## src/rtl/nibble_serializador.sv

```systemverilog
// nibble_serializador: feeds an operand pair to the serial comparator one bit pair per cycle, LSB first
module nibble_serializador #(
    parameter int WIDTH = 4
) (
    input  logic             clk,
    input  logic             reset,
    input  logic             ns_valid,
    input  logic [WIDTH-1:0] ns_a,
    input  logic [WIDTH-1:0] ns_b,
    output logic             ns_ready,
    output logic             ns_bit_a,
    output logic             ns_bit_b,
    output logic             ns_bit_valid,
    output logic             ns_first,
    output logic             ns_last,
    output logic             ns_done,
    output logic             ns_iguales
);
    localparam int CW = $clog2(WIDTH);
    localparam logic [CW-1:0] LAST = CW'(WIDTH - 1);

    typedef enum logic {IDLE, SHIFT} state_t;

    state_t           state, state_n;
    logic [WIDTH-1:0] sh_a, sh_b, sh_a_n, sh_b_n;
    logic [CW-1:0]    cnt, cnt_n;
    logic             eq, eq_n;
    logic             bit_a_n, bit_b_n, bit_valid_n, first_n, last_n, done_n, iguales_n;
    logic             accept;

    assign ns_ready = (state == IDLE) || ns_last;
    assign accept   = ns_valid && ns_ready;

    // state, shift registers and registered outputs
    always_ff @(posedge clk) begin
        if (reset) begin
            state        <= IDLE;
            sh_a         <= '0;
            sh_b         <= '0;
            cnt          <= '0;
            eq           <= 1'b0;
            ns_bit_a     <= 1'b0;
            ns_bit_b     <= 1'b0;
            ns_bit_valid <= 1'b0;
            ns_first     <= 1'b0;
            ns_last      <= 1'b0;
            ns_done      <= 1'b0;
            ns_iguales   <= 1'b0;
        end else begin
            state        <= state_n;
            sh_a         <= sh_a_n;
            sh_b         <= sh_b_n;
            cnt          <= cnt_n;
            eq           <= eq_n;
            ns_bit_a     <= bit_a_n;
            ns_bit_b     <= bit_b_n;
            ns_bit_valid <= bit_valid_n;
            ns_first     <= first_n;
            ns_last      <= last_n;
            ns_done      <= done_n;
            ns_iguales   <= iguales_n;
        end
    end

    // next state: shift out remaining bits, close the word with done, and load a new pair on accept
    always_comb begin
        state_n     = state;
        sh_a_n      = sh_a;
        sh_b_n      = sh_b;
        cnt_n       = cnt;
        eq_n        = eq;
        bit_a_n     = 1'b0;
        bit_b_n     = 1'b0;
        bit_valid_n = 1'b0;
        first_n     = 1'b0;
        last_n      = 1'b0;
        done_n      = 1'b0;
        iguales_n   = 1'b0;
        if (state == SHIFT && !ns_last) begin
            bit_a_n     = sh_a[0];
            bit_b_n     = sh_b[0];
            sh_a_n      = sh_a >> 1;
            sh_b_n      = sh_b >> 1;
            cnt_n       = cnt + 1'b1;
            bit_valid_n = 1'b1;
            last_n      = (cnt + 1'b1) == LAST;
        end
        if (state == SHIFT && ns_last) begin
            state_n   = IDLE;
            done_n    = 1'b1;
            iguales_n = eq;
        end
        if (accept) begin
            state_n     = SHIFT;
            bit_a_n     = ns_a[0];
            bit_b_n     = ns_b[0];
            sh_a_n      = ns_a >> 1;
            sh_b_n      = ns_b >> 1;
            cnt_n       = '0;
            eq_n        = ns_a == ns_b;
            bit_valid_n = 1'b1;
            first_n     = 1'b1;
            last_n      = 1'b0;
        end
    end
endmodule

```

## config.mk

```make
export PLATFORM = sky130hd
export DESIGN_NAME = nibble_serializador
export DESIGN_NICKNAME = d
export VERILOG_FILES = /design/src/rtl/nibble_serializador.sv
export SDC_FILE = /design/constraint.sdc
export NUM_CORES = 1
export LEC_CHECK = 0
export CELL_PAD_IN_SITES_DETAIL_PLACEMENT = 1
export CELL_PAD_IN_SITES_GLOBAL_PLACEMENT = 1
export CORE_ASPECT_RATIO = 1.25
export CORE_MARGIN = 2
export CORE_UTILIZATION = 37
export CTS_CLUSTER_SIZE = 12
export DETAILED_ROUTE_END_ITERATION = 6
export PLACE_DENSITY_LB_ADDON = 0.1
export SLEW_MARGIN = 20
export SYNTH_ARGS = -nofsm -noshare
export SYNTH_HDL_FRONTEND = slang
export SYNTH_SLANG_ARGS = --single-unit
```

## constraint.sdc

```tcl
create_clock -name clk -period 2.62 [get_ports clk]
set_input_delay 0.262 -clock clk [delete_from_list [all_inputs] [get_ports clk]]
set_output_delay 0.262 -clock clk [all_outputs]
set_load 0.02 [all_outputs]
```

==> results of run 1 <==
final cells by class:
type,instances,area (sq um)
Timing Repair Buffer,18,180
Clock buffer,4,26.3
Tap cell,19,23.8
Fill cell,214,887
Sequential cell,17,340
Multi-Input combinational cell,46,315
Inverter,3,13.8
stage by stage:
| stage | power (mW) | setup slack [ns] | utilization |
|---|---|---|---|
| floorplan | 0.339 | 1.45 | - |
| global placement | 0.368 | 0.965 | 0.489 |
| detailed placement | 0.369 | 0.942 | 0.489 |
| CTS | 0.515 | 0.705 | 0.504 |
| global route | 0.528 | 0.633 | 0.504 |
| finish | 0.503 | 0.741 | 0.504 |
where the power goes:
part           switching [mW]  total [mW]  internal, mW
registers             0.00576       0.278         0.272
clock network          0.0815       0.141        0.0592
logic                  0.0418      0.0841        0.0423
cells in the mapped netlist:
cell type	instances
dfxtp_1	17
nor2_1	8
mux2i_1	6
nand2_1	5
xnor2_1	4
a21oi_1	3
nor3_1	3
a211oi_1	2
a211oi_2	2
buf_2	2
buf_6	2
inv_1	2
nand3_1	2
a211o_1	1
a21oi_2	1
buf_4	1
ha_1	1
inv_4	1
nand2b_1	1
nand3b_1	1
nand4_1	1
nor2_2	1
nor2b_4	1
nor3b_1	1
o31ai_1	1
or3_1	1
state kept, by name, summed over array words and instances, names as in the netlist:
signal and cells:
sh_a 3, sh_b 3, cnt 2, eq 1, ns_bit_a 1, ns_bit_b 1, ns_bit_valid 1, ns_done 1
ns_first 1, ns_iguales 1, ns_last 1, state 1
per-layer routing:
metal	track usage	vias up	wire [um]
met1	0.145	259	602
met2	0.234	15	638
met5	0	-	0
met4	0.106	0	33
met3	0.0205	4	60
li1	-	272	-
worst min-delay path, delay by kind of cell (launching register included):
kind / cells / cell delay, ns
buffers and inverters: 1 / 0.06
and+or+nand+nor: 1 / 0.05
DFF: 1 / 0.31
worst max path at each step:
stage	from	end	slack, ns	cells past startpoint
detailed placement	ns_valid	cnt[0]$_SDFFE_PP0P_	0.94	3
floorplan	ns_last$_SDFF_PP0_	sh_b[1]$_SDFFE_PP0P_	1.45	6
global route	state$_SDFFE_PP0P_	ns_ready	0.63	3
finish	state$_SDFFE_PP0P_	ns_ready	0.74	3
global placement	ns_valid	cnt[0]$_SDFFE_PP0P_	0.97	3
CTS	state$_SDFFE_PP0P_	ns_ready	0.71	3
kinds of logic after synthesis:
family / after synthesis / synth area share
AND/OR/NAND/NOR: 25 / 0.180
AO/OA/AOI/OAI: 10 / 0.113
adder cells (fa/ha/maj): 1 / 0.0176
buffers and inverters: 8 / 0.0758
XOR/XNOR: 4 / 0.0494
flip-flops: 17 / 0.480
multiplexers: 6 / 0.0847
==> run metrics, run 1 <==
GRT Residual Overflow=0; Setup crit end kind=primary output; final layout net count=101; sum of negative setup slack=0 ns; HP Class=reg -> reg; vias per inst=5.14; Netlist cell types=26; area of placed instances=just under 900 sq um; share of cells above drive strength 1=0.102; CTS tree=built; Synth Area per Inst=~10 sq um; Worst-path clk slew=0.10 ns; Period Utilization, post-route=0.717; starting density of the core=0.397; finished layout cell area=900 sq um; area grow syn2layout=26.8%; status=finished clean; Ports=19; maxcap violations=0; hold_ws=0.460 ns; CP Data Arrival Time=~1.6 ns; max incr delay on CP=0.56 ns; Iteration-0 DRC Markers=1; Worst EP required=2.36 ns; area share of the largest cell type after synthesis=0.480; Routed WL per cell=around 12 um; root buffer cell=clkbuf_4; Fin Clk Skew=0.00311 ns; hold path depth=2; worst skew pair latency=between 0.2 and 0.3 ns; I/O Buffers=18; worst r2r src=state$_SDFFE_PP0P_; CTS resizes=0; VDD IR max=323 uV; DRT Pass-1 Iters=3; Post-Syn Area=about 710 sq um; antenna violations before repair=0; post-synth top area cell=dfxtp_1; fin cells=107; cell count after synthesis=71; total setup buffers inserted after CTS=0; Die W=43.2 um; # H-tree levels=1; post-synth net total=83; vias in the first global route=547; crit path buf inv count=2; crit path kind=reg -> out; hold_sp=eq$_SDFFE_PP0P_; CTS Buffer Depth=2; top cell family by delay on the critical path=buffers and inverters; DP HPWL=948 um; Max Clk Rate=about 530 MHz; Rows=17; # clock sinks=17; relative slew slack=0.544; GP Congestion=~0.6; r2r setup slk=1.40 ns; dpl cells=103; Synth area leaders=dfxtp_1 48%, mux2i_1 8.5%, xnor2_1 4.9%, nor2_1 4.2%, a211oi_2 3.5%; CP cell instances=nor2b_4, inv_4, clkdlybuf4s50_1; worst slew pin tran=0.682 ns; reg2reg end=eq$_SDFFE_PP0P_; Global Route Usage Sum=0.135; hold buffers post-CTS=0; path depth of the worst reg2reg path=4; Startpoint Class=flop; commonest non-fill, non-tap cell in the layout=clkdlybuf4s50_1; Synth warnings=0; Hold EP=ns_iguales$_SDFF_PP0_; worst-path fanout max=15; first-pass GRT wire length=2260 um; antenna cells=0; DRC Markers=0; Num CTS Buffers=3; die span in y=53.0 um; post-synthesis register bit count=17; Leak=about 0.34 nW; antenna viol nets, final=0; die area=2290 sq um; min Tclk post-route=1.88 ns; largest net degree at the start of global routing=19; RSZ-0062 raised after global routing=false; CP max-delay cell=clkdlybuf4s50_1; sequential area share after synthesis=0.480; via count=550; routed wire length=between 1000 and 1500 um; final hold vios=0; core area=1790 sq um; Setup violations, final=0; Pwr per Cell Area=approximately 560 nW/um^2; Final Slew Violations=0; most frequent cells in the layout=18 x clkdlybuf4s50_1, 17 x dfxtp_1, 8 x nor2_1, 6 x mux2i_1, 5 x nand2_1
No activity file was read; power rests on OpenSTA's default activity.
==> run 2, diff against run 1 <==
--- a/config.mk
+++ b/config.mk
@@ -9,7 +9,7 @@
 export CELL_PAD_IN_SITES_GLOBAL_PLACEMENT = 1
 export CORE_ASPECT_RATIO = 1.25
 export CORE_MARGIN = 2
-export CORE_UTILIZATION = 37
+export CORE_UTILIZATION = 34
 export CTS_CLUSTER_SIZE = 12
 export DETAILED_ROUTE_END_ITERATION = 6
 export PLACE_DENSITY_LB_ADDON = 0.1
==> constraint.sdc (replaced) <==
create_clock -name clk -period 1.89 [get_ports clk]
set_input_delay 0.189 -clock clk [delete_from_list [all_inputs] [get_ports clk]]
set_output_delay 0.189 -clock clk [all_outputs]
set_load 0.02 [all_outputs]
==> run 2 against run 1 <==
Global-route usage decreased by 0.51 points. Count of clock-buffer cells in the layout unchanged. Hold slack got worse by 0.0050 ns. Non-clock buffer count increased by 3. Critical endpoint unchanged. Largest power group unchanged.
==> run metrics, run 2 (synthesis gave the netlist of run 1 again) <==
status=finished clean; Iteration-0 DRC Markers=0 (-1); DR WL met2=619 um (-3.0%); max incr delay on CP=0.63 ns (+0.07 ns); # H-tree levels=1 (unchanged); crit path kind=reg -> out; DRC Markers=0 (unchanged); area grow syn2layout=30.2%; core area=1980 sq um (+11%); storage element area=340 sq um (unchanged); worst-path fanout max=15 (unchanged); CTS Buffer Depth=2 (unchanged); Max Clk Rate=576 MHz; Num CTS Buffers=3 (unchanged); vias in the first global route=529 (-3.3%); Fin Clk Skew=0.00405 ns (+0.000938 ns); VDD IR max=318 uV (-1.5%); DP HPWL=968 um (+2.1%); # clock sinks=17 (unchanged); CTS resizes=0 (unchanged); I/O Buffers=18 (unchanged); antenna violations before repair=0 (unchanged); die area=2470 sq um (+8.1%); HP Class=reg -> reg; area of placed instances=882 sq um (+1.0%); sum of negative setup slack=0 ns (unchanged); GRT Residual Overflow=0 (unchanged); root buffer cell=clkbuf_4; Rows=18 (+1); most frequent cells in the layout=18 x clkdlybuf4s50_1, 17 x dfxtp_1, 8 x nor2_1, 6 x mux2i_1, 5 x nand2_1; worst skew pair latency=0.28 ns (about the same); first-pass GRT wire length=2300 um (+2.1%); # fillers=245 (+14%); final hold vios=0 (unchanged); Worst-path clk slew=0.10 ns (about the same); Period Utilization, post-route=0.919; CTS tree=built; relative slew slack=0.606 (+0.0620); worst slew pin tran=0.590 ns (-0.0927 ns); routed wire length=1370 um (+2.3%); Pwr per Cell Area=758 nW/um^2 (+36%); multi-input logic area=315 sq um (unchanged); wire length on met1=679 um (+13%); Leak=0.352 nW (+4.4%); die span in y=55.1 um (+4.0%); antenna viol nets, final=0 (unchanged); Setup violations, final=0 (unchanged); maxcap violations=0 (unchanged); vias per inst=5.05 (-1.7%); largest net degree at the start of global routing=16 (-3); Die W=44.9 um (+3.9%); Tot Pwr=700 uW (+39%); Routed WL per cell=12.3 um (-1.4%); CP cell instances=nor2b_4, inv_4, clkdlybuf4s50_1; via count=561 (+2.0%); min Tclk post-route=roughly 1.7 ns; Global Route Usage Sum=0.130 (-0.00511); commonest non-fill, non-tap cell in the layout=clkdlybuf4s50_1; RSZ-0062 raised after global routing=false; starting density of the core=0.358 (-0.0391); CP Data Arrival Time=1.55 ns (-0.07 ns); Setup crit end kind=primary output; Largest regs=sh_a (3), sh_b (3), cnt (2); finished layout cell area=923 sq um (+2.6%); DRT Pass-1 Iters=1 (-2); CP max-delay cell=clkdlybuf4s50_1; met3 wire len=57 um (-5.0%); fin cells=111 (+3.7%); Worst EP required=1.70 ns (-0.66 ns); GP Congestion=0.634 (+2.6%); final layout net count=104 (+3.0%); top layer in use=met4; share of cells above drive strength 1=0.132 (+0.0296); dpl cells=105 (+1.9%); Final Slew Violations=0 (unchanged); Ports=19 (unchanged); antenna cells=0 (unchanged); Startpoint Class=flop
run 2: changes by cell type in the layout (fill, tap and decap cells not counted):
cell / before / now
buf_4: 0 / 3
run 2: path summary, 6_finish.rpt:
path | start | endpoint | slack [ns] | depth (start not counted)
setup reg to reg | ns_last$_SDFF_PP0_ | cnt[0]$_SDFFE_PP0P_ | 0.78 | 4
hold reg to reg | eq$_SDFFE_PP0P_ | ns_iguales$_SDFF_PP0_ | 0.46 | 2
hold / removal | eq$_SDFFE_PP0P_ | ns_iguales$_SDFF_PP0_ | 0.46 | 2
setup / recovery | ns_last$_SDFF_PP0_ | ns_ready | 0.15 | 3
run 2: final cells by class:
cell class | instances | share of cell area
clock buffer | 4 | 0.0285
sequential | 17 | 0.369
multi-input combinational | 46 | 0.341
inverter | 3 | 0.0149
timing repair buffer | 21 | 0.220
tap | 20 | 0.0271
run 2: through the flow:
step	hold WS [ns]	setup slack [ns]	utilization
after floorplan	0.341	0.724	-
final	0.455	0.153	0.466
after CTS	0.464	0.0396	0.458
after detailed placement	0.448	0.301	0.445
after global routing	0.498	0.0793	0.466
after global placement	0.445	0.313	0.445
run 2: per-layer routing:
layer / vias up / track usage
li1: 279 / -
met1: 268 / 0.159
met2: 12 / 0.210
met3: 2 / 0.0292
met4: 0 / 0.0735
met5: - / 0
run 2: report_power, final:
part / total [mW] / internal (mW) / switching (mW)
combinational: 0.124 / 0.0636 / 0.0607
clock: 0.190 / 0.0818 / 0.109
sequential: 0.385 / 0.377 / 0.00775
run 2: worst max-delay path: cells and delay by family, from the launching register on:
kind | cells | cell delay [ns]
buffers and inverters | 2 | 0.78
AND/OR/NAND/NOR | 1 | 0.08
flip-flops | 1 | 0.40
run 2: timing repair:
item | CTS | global route
setup buffers | 0 | 2
hold buffers | 0 | 0
hold endpoints to repair | 0 | 0
setup endpoints to repair | 0 | 1
==> run 3, diff against run 2 <==
--- a/config.mk
+++ b/config.mk
@@ -7,7 +7,7 @@
 export LEC_CHECK = 0
 export CELL_PAD_IN_SITES_DETAIL_PLACEMENT = 1
 export CELL_PAD_IN_SITES_GLOBAL_PLACEMENT = 1
-export CORE_ASPECT_RATIO = 1.25
+export CORE_ASPECT_RATIO = 0.75
 export CORE_MARGIN = 2
 export CORE_UTILIZATION = 34
 export CTS_CLUSTER_SIZE = 12
==> run 3 against run 2 <==
Core utilization grew 1.1 points. Clock skew grew 0.00065 ns. Total power grew 1.4%. Critical path depth is the same. Via count grew 0.53%. Sequential share of layout area shrank 1.1 points. First-iteration DRC count grew 1. Final cell count grew 6.3%. Worst setup slack lost 0.011 ns. Register-to-register slack lost 0.03 ns. Critical endpoint unchanged. Largest cell class unchanged.
==> run metrics, run 3 (synthesis gave the netlist of run 1 again) <==
status=finished clean; CP Capture Point=ns_ready; worst r2r src=ns_last$_SDFF_PP0_; vias per inst=4.78 (-5.4%); sequential power share=0.543 (-0.007); Fin Clk Skew=0.00470 ns (+0.000649 ns); Num CTS Buffers=3 (unchanged); Startpoint Class=flop; root buffer cell=clkbuf_4; final layout net count=107 (+2.9%); Die W=56.7 um (+27%); Ports=19 (unchanged); area grow syn2layout=34.2%; CTS tree=built; switching pwr=185 uW (+4.8%); Routed WL per cell=12.0 um (-2.5%); # fillers=243 (-0.82%); VDD IR max=519 uV (+63%); Setup crit end kind=primary output; first-pass GRT wire length=2400 um (+4.2%); Period Utilization, post-route=0.925 (+0.00590); reg2reg end=cnt[0]$_SDFFE_PP0P_; antenna viol nets, final=0 (unchanged); Iteration-0 DRC Markers=1 (+1); Int Pwr=524 uW (+0.21%); RSZ-0062 raised after global routing=false; storage element area=340 sq um (unchanged); r2r setup slk=0.75 ns (-0.03 ns); CTS resizes=0 (unchanged); CP startpoint=ns_last$_SDFF_PP0_; via count=564 (+0.53%); share of cells above drive strength 1=0.170 (+0.0383); Worst-path clk slew=0.10 ns (about the same); Pwr per Cell Area=745 nW/um^2 (-1.7%); starting density of the core=0.355 (-0.00269); DRT Pass-1 Iters=4 (+3); clock share of power=0.274 (+0.002); # clock sinks=17 (unchanged); Rows=14 (-4); most frequent cells in the layout=18 x clkdlybuf4s50_1, 17 x dfxtp_1, 8 x nor2_1, 6 x mux2i_1, 6 x buf_4; Worst EP required=1.70 ns (about the same); relative slew slack=0.681 (+0.0751); I/O Buffers=18 (unchanged); routed wire length=1420 um (+3.7%); switching share of power=0.262 (+0.00848); HP Class=reg -> reg; core area=2000 sq um (+0.76%); final hold vios=0 (unchanged); min Tclk post-route=1.75 ns (+0.0112 ns); crit path kind=reg -> out; # H-tree levels=1 (unchanged); Largest regs=sh_a (3), sh_b (3), cnt (2); GRT Residual Overflow=0 (unchanged); worst skew pair latency=0.29 ns (about the same); Gate power share=0.184 (+0.006); Leak=0.370 nW (+4.9%); sum of negative setup slack=0 ns (unchanged); Setup violations, final=0 (unchanged); antenna cells=0 (unchanged); worst slew pin tran=0.477 ns (-0.112 ns); Global Route Usage Sum=0.130 (-0.000321); antenna violations before repair=0 (unchanged); worst-path fanout max=15 (unchanged); CP Data Arrival Time=1.56 ns (about the same); Final Slew Violations=0 (unchanged); multi-input logic area=315 sq um (unchanged); GP Congestion=0.683 (+7.6%); maxcap violations=0 (unchanged); hold_ws=0.451 ns (-0.00445 ns); commonest non-fill, non-tap cell in the layout=clkdlybuf4s50_1; Max Clk Rate=572 MHz (-0.64%); die area=2470 sq um (about the same); DRC Markers=0 (unchanged); die span in y=43.6 um (-21%); DP HPWL=1010 um (+4.4%); largest net degree at the start of global routing=16 (unchanged); CTS Buffer Depth=2 (unchanged); path depth of the worst reg2reg path=4 (unchanged); Post-Route Utilization=0.477 (+0.0109); vias in the first global route=550 (+4.0%)
[run 3: metal layers]
layer / share of wire / global-route usage / up-vias
li1: - / - / 287
met1: 0.50 / 0.161 / 261
met2: 0.44 / 0.209 / 14
met3: 0.056 / 0.0627 / 2
met4: 0.0092 / 0.0279 / 0
met5: 0 / 0 / -
[run 3: worst min path at each step]
| stage | to | slack [ns] | from | cells past startpoint |
|---|---|---|---|---|
| after global placement | ns_iguales$_SDFF_PP0_ | 0.45 | eq$_SDFFE_PP0P_ | 2 |
| after global routing | ns_iguales$_SDFF_PP0_ | 0.50 | eq$_SDFFE_PP0P_ | 2 |
| final | ns_iguales$_SDFF_PP0_ | 0.45 | eq$_SDFFE_PP0P_ | 2 |
| after CTS | ns_iguales$_SDFF_PP0_ | 0.46 | eq$_SDFFE_PP0P_ | 2 |
| after floorplan | ns_bit_a$_SDFF_PP0_ | 0.34 | ns_a[0] | 2 |
| after detailed placement | ns_iguales$_SDFF_PP0_ | 0.44 | eq$_SDFFE_PP0P_ | 2 |
[run 3: power by group through the flow]
stage	sequential [mW]	combinational (mW)	clock [mW]
floorplan	0.398	0.0711	0
global placement	0.393	0.123	0
detailed placement	0.393	0.125	0
CTS	0.385	0.125	0.205
global route	0.387	0.143	0.223
finish	0.385	0.130	0.194
[run 3: layout make-up]
type,count,share of cell area
inverter,3,0.0145
clock inverter,1,0.00526
timing repair buffer,24,0.237
sequential,17,0.357
multi-input combinational,46,0.331
clock buffer,3,0.0237
tap,24,0.0315
[run 3: what timing repair did]
action | 4_1_cts | 5_1_grt
hold buffers | 0 | 0
endpoints found under the setup margin | 0 | 1
setup buffers | 0 | 3
[run 3: through the flow]
stage	area [sq um]	worst slack [ns]	power, mW	instances
global placement	902	0.432	0.515	111
CTS	930	0.0525	0.715	115
detailed placement	902	0.394	0.518	111
finish	952	0.142	0.709	118
global route	952	0.0586	0.754	118
floorplan	709	0.724	0.469	71
[run 3: worst max-delay path, stage by stage, from the launching register on]
cell and delay, ns:
dfxtp_1 0.41, nor2b_4 0.08, inv_4 0.15, clkdlybuf4s50_1 0.63
